**src/rtl/alu_op_issue.sv**
```systemverilog
// alu_op_issue
//   Decodes RV32 ALU instructions (R-type and I-type subsets) at push time and
//   buffers the decoded operation in a small FIFO ahead of the ALU stage.
//   Undecodable instructions travel through the queue flagged as illegal and
//   are counted.
//
// Ports
//   clk, rst_n           clock, asynchronous active-low reset
//   in_valid / in_ready  push handshake for instr + operands
//   instr                RV32 instruction word
//   rs1_data, rs2_data   register-file operand values
//   out_valid/out_ready  pop handshake for the queue head
//   alu_ctrl, alu_a,     decoded head: ALU op select, operands,
//   alu_b, rd, illegal   destination index, illegal flag
//   illegal_cnt          saturating count of illegal instructions accepted
module alu_op_issue #(
    parameter int DEPTH = 2
) (
    input  logic        clk,
    input  logic        rst_n,
    input  logic        in_valid,
    output logic        in_ready,
    input  logic [31:0] instr,
    input  logic [31:0] rs1_data,
    input  logic [31:0] rs2_data,
    output logic        out_valid,
    input  logic        out_ready,
    output logic [3:0]  alu_ctrl,
    output logic [31:0] alu_a,
    output logic [31:0] alu_b,
    output logic [4:0]  rd,
    output logic        illegal,
    output logic [15:0] illegal_cnt
);

    localparam int PW = (DEPTH > 1) ? $clog2(DEPTH) : 1;
    localparam int CW = $clog2(DEPTH + 1);

    typedef struct packed {
        logic [3:0]  ctrl;
        logic [31:0] a;
        logic [31:0] b;
        logic [4:0]  rd;
        logic        ill;
    } entry_t;

    localparam logic [6:0] OP_R = 7'b0110011;
    localparam logic [6:0] OP_I = 7'b0010011;

    logic [PW-1:0] wr_ptr_q, wr_ptr_d;
    logic [PW-1:0] rd_ptr_q, rd_ptr_d;
    logic [CW-1:0] count_q, count_d;
    logic [15:0]   illegal_cnt_q, illegal_cnt_d;
    entry_t        mem_q [DEPTH];
    entry_t        dec;
    entry_t        head;
    logic          push;
    logic          pop;

    // rs1 register index is consumed by the register file upstream, not here.
    logic unused_rs1_idx;
    assign unused_rs1_idx = ^instr[19:15];

    // ---------------------------------------------------------------- decode
    always_comb begin
        logic [6:0] opcode;
        logic [2:0] funct3;
        logic [6:0] funct7;
        logic       legal;
        opcode   = instr[6:0];
        funct3   = instr[14:12];
        funct7   = instr[31:25];
        legal    = 1'b0;
        dec      = '0;
        dec.rd   = instr[11:7];
        if (opcode == OP_R) begin
            legal = ((funct7 == 7'b0000000) &&
                     (funct3 == 3'b000 || funct3 == 3'b100 ||
                      funct3 == 3'b110 || funct3 == 3'b111)) ||
                    ((funct7 == 7'b0100000) && (funct3 == 3'b000));
            if (legal) begin
                dec.ctrl = {instr[30], funct3};
                dec.a    = rs1_data;
                dec.b    = rs2_data;
            end
        end else if (opcode == OP_I) begin
            legal = (funct3 == 3'b000 || funct3 == 3'b100 ||
                     funct3 == 3'b110 || funct3 == 3'b111);
            if (legal) begin
                dec.ctrl = {1'b0, funct3};
                dec.a    = rs1_data;
                dec.b    = {{20{instr[31]}}, instr[31:20]};
            end
        end
        dec.ill = ~legal;
    end

    // ---------------------------------------------------------------- queue control
    assign in_ready  = (count_q != CW'(DEPTH));
    assign out_valid = (count_q != '0);
    assign push      = in_valid & in_ready;
    assign pop       = out_valid & out_ready;

    always_comb begin
        wr_ptr_d      = wr_ptr_q;
        rd_ptr_d      = rd_ptr_q;
        count_d       = count_q;
        illegal_cnt_d = illegal_cnt_q;
        // DEPTH is a power of two, so plain pointer overflow wraps modulo DEPTH.
        if (push) wr_ptr_d = PW'(wr_ptr_q + 1'b1);
        if (pop)  rd_ptr_d = PW'(rd_ptr_q + 1'b1);
        case ({push, pop})
            2'b10:   count_d = CW'(count_q + 1'b1);
            2'b01:   count_d = CW'(count_q - 1'b1);
            default: count_d = count_q;
        endcase
        if (push && dec.ill && (illegal_cnt_q != 16'hFFFF))
            illegal_cnt_d = illegal_cnt_q + 16'd1;
    end

    always_ff @(posedge clk or negedge rst_n) begin
        if (!rst_n) begin
            wr_ptr_q      <= '0;
            rd_ptr_q      <= '0;
            count_q       <= '0;
            illegal_cnt_q <= '0;
        end else begin
            wr_ptr_q      <= wr_ptr_d;
            rd_ptr_q      <= rd_ptr_d;
            count_q       <= count_d;
            illegal_cnt_q <= illegal_cnt_d;
        end
    end

    // Storage needs no reset: outputs are masked whenever the queue is empty,
    // which also covers the all-zero requirement while reset is held.
    always_ff @(posedge clk) begin
        if (push) mem_q[wr_ptr_q] <= dec;
    end

    // ---------------------------------------------------------------- outputs
    assign head        = out_valid ? mem_q[rd_ptr_q] : '0;
    assign alu_ctrl    = head.ctrl;
    assign alu_a       = head.a;
    assign alu_b       = head.b;
    assign rd          = head.rd;
    assign illegal     = head.ill;
    assign illegal_cnt = illegal_cnt_q;

endmodule

```
**config.mk**
```make
export PLATFORM = sky130hd
export DESIGN_NAME = alu_op_issue
export DESIGN_NICKNAME = d
export VERILOG_FILES = /design/src/rtl/alu_op_issue.sv
export SDC_FILE = /design/constraint.sdc
export NUM_CORES = 1
export LEC_CHECK = 0
export BUFFER_PORTS_ARGS = -buffer_cell sky130_fd_sc_hd__buf_2
export CAP_MARGIN = 0
export CORE_MARGIN = 1
export CORE_UTILIZATION = 59
export CTS_BUF_LIST = sky130_fd_sc_hd__clkbuf_4
export DETAILED_ROUTE_END_ITERATION = 16
export GPL_ROUTABILITY_DRIVEN = 0
export GPL_TIMING_DRIVEN = 0
export PLACE_DENSITY = 0.86
export REMOVE_ABC_BUFFERS = 1
export SYNTH_ARGS = -nofsm -noshare
export SYNTH_HDL_FRONTEND = slang
export SYNTH_SLANG_ARGS = --single-unit
```
**constraint.sdc**
```tcl
create_clock -name clk -period 10.4 [get_ports clk]
set_input_delay 1.04 -clock clk [delete_from_list [all_inputs] [get_ports clk]]
set_output_delay 1.04 -clock clk [all_outputs]
set_load 0.01 [all_outputs]
```
==> metrics.cfg <==
[place]
dp_hpwl_um=9940
dpl-instance-area_sq_um=8410
detailedPlace.worstSlack_ps=6480
dp.cells=826
portBuffers=186

[cells_and_area]
antenna_cells=0
final_layout_size_suffix_gt1_share_pct=33.6
seqCellArea_sq_um=4950
syn_to_final_growth_pct=19.2
num-fill-cells=810
final_cell_count_no_fill=858
layout.nets=800
post-route-cell-area_sq_um=8670
multi_input_area_sq_um=2200

[drt]
drc=0
ant_nets=0
num_vias=4811
post_drt_via_cell_ratio=5.61
wl_per_cell_um=17.0
routed_wl_um=14600
drt-initial-drc-count=321
dr.pass1.iters=4

[worst_setup_path]
startpoint=instr[3]
slowest_stage=a211oi_4
worstSetupEndpointType=flop
critPathMaxFanout=35
path_class=input port to flop
r2r_setup_slack_ps=8160
cp-start-kind=input port
crit_chain=buf_2 -> or4b_4 -> a211oi_4 -> and3_1 -> a21o_1
r2r-start=count_q[0]$_DFFE_PN0P_
slowest_delay_ps=970
cp_data_arrival_time_ps=3740
critPathBufInv=1
cp.required_ps=10770
crit_family=simple AND/OR/NAND/NOR gates

[pwr]
ir_drop_uv=215
p_leak_nw=4.00
p_per_area_nw_per_um2=248

[clock_network]
clk_latency_ps=510
postCtsHoldBufs=0
cts-buffers-inserted=17
path_clk_slew_ps=130
post-cts-setup-buffers=0
htree_levels=4
clock_path_buffers=2
cts_resized=0
cts_root_buf=clkbuf_4
cts_tree=built
clock_sinks=168

[floorplanning]
fp.dieH_um=113
rows=40
die-width_um=113
die-area_sq_um=12800
start_util_pct=60.6
io_pins=192
core_area_sq_um=12000

[global_route]
grt_max_degree=43
grt_first_pass_wirelength_um=22800
grt.overflow.total=0
antenna_found_initial=0
grt_use_total_pct=23.5
first_global_vias=4757

[sta]
worst_slew_pin_slew_ps=1250
rsz0062_at_grt=no
max-slew-margin-rel_pct=16.6
fin_skew_ps=14.5
tns_ps=0
max_freq_mhz=297
fin_crit_sh_pct=32.4
hold_violations=0
post-route-min-period_ps=3370
fin_ws_ps=7030
holdWs_ps=444
slew_violations=0
setup_viol=0

[synthesis]
netlist_area_sq_um=7280
synthCells=517
yosys.cell_types.count=40
synth_edf_count=148
synth_top_area_share_pct=61.1
syn_avg_cell_area_sq_um=14.1
synthTopCellsByArea=edfxtp_1 61%, mux2i_1 12%, dfrtp_1 6.9%, nor2_1 4.7%, and3_1 3.4%
ys_seq_area_share_pct=68.0
ys_top_cells_by_count=148 x edfxtp_1, 91 x nor2_1, 84 x mux2i_1
synthArstFlopShare_pct=11.9
synth_ff_type=edfxtp_1
post-synth-top-area-cell=edfxtp_1
yosys_warnings=0
synth-seq-cells=168
synth.most_common_cell=edfxtp_1

[outcome]
status=finished clean

[flow_run]
drv_cap=0

[min_path]
hold_class=input port to async pin

[cells by family (layout without fill, tap and decap cells)]
kind of cell / Yosys count / after routing / synth area share (%)
muxes: 86 / 86 / 11.9
buffers and inverters: 34 / 228 / 2.12
AOI/OAI and AO/OA: 29 / 29 / 3.37
DFF: 168 / 168 / 68.0
and+or+nand+nor: 179 / 179 / 12.0
adders and majority gates: 2 / 2 / 0.344
xor gates and xnor gates: 19 / 19 / 2.29
[layer usage]
layer  wire length [um]  global-route usage [%]  share of wire (%)  vias to the layer above
met5                  0                       0                  0                        -
met4                161                    7.02                1.1                        0
met3               1010                    5.52                6.9                       14
met2               7440                    41.3                 51                      191
met1               6020                    28.9                 41                     2330
li1                   -                       -                  -                     2276
[cells in the final DEF (no fill, tap or decap), types with 2 or more instances in the layout]
cell type,count
nor2_1,89
xor2_1,7
dfrtp_1,19
and3_1,38
nand2_1,11
edfxtp_1,148
nand4_1,9
buf_12,4
nor4_1,5
inv_6,4
ha_1,2
and2_1,3
clkbuf_4,18
a211o_1,2
nor3_1,3
buf_16,2
nor2_4,2
clkinvlp_4,5
inv_1,2
nand3_1,9
clkinv_1,2
buf_2,186
mux2i_1,84
xnor2_1,12
a21o_1,21
[worst reg2reg max path, stage by stage, from the launching register on]
cell      delay, ps
dfrtp_1         480
nand2b_1        250
nand2_1         350
a211oi_2        670
mux2_2          400
[area by class of cell]
cell class / count / area share (%)
Clock buffer: 18 / 1.56
Clock inverter: 14 / 1.43
Inverter: 3 / 0.130
Multi-Input combinational cell: 315 / 25.3
Sequential cell: 168 / 57.1
Tap cell: 147 / 2.12
Timing Repair Buffer: 193 / 12.4
[stage by stage]
stage / power [W] / util, %
6_report: 0.00216 / 72.2
5_1_grt: 0.00227 / 72.2
4_1_cts: 0.00218 / 72.2
3_5_place_dp: 0.00184 / 70.1
3_3_place_gp: 0.00184 / 68.7
2_1_floorplan: 0.00151 / -
[final timing paths]
check                                         endpoint  depth (start not counted)
min reg2reg                 illegal_cnt[8]$_DFFE_PN0P_                          1
max in group asynchronous         rd_ptr_q$_DFFE_PN0P_                          1
min in group clk            illegal_cnt[8]$_DFFE_PN0P_                          1
max reg2reg                 illegal_cnt[1]$_DFFE_PN0P_                          4
max                             mem_q[1][22]$_DFFE_PP_                          5
min                        illegal_cnt[10]$_DFFE_PN0P_                          1
[where the power goes]
part | switching, W | total, W | internal, W
registers | 0.0000977 | 0.00101 | 0.000909
clock network | 0.000221 | 0.000343 | 0.000122
logic | 0.000459 | 0.000806 | 0.000347
[sequential cells by signal (all words and copies together) (netlist names)]
register     cells
mem_q          148
wr_ptr_q         1
illegal_cnt     16
count_q          2
rd_ptr_q         1
(Power assumes the default switching activity.)
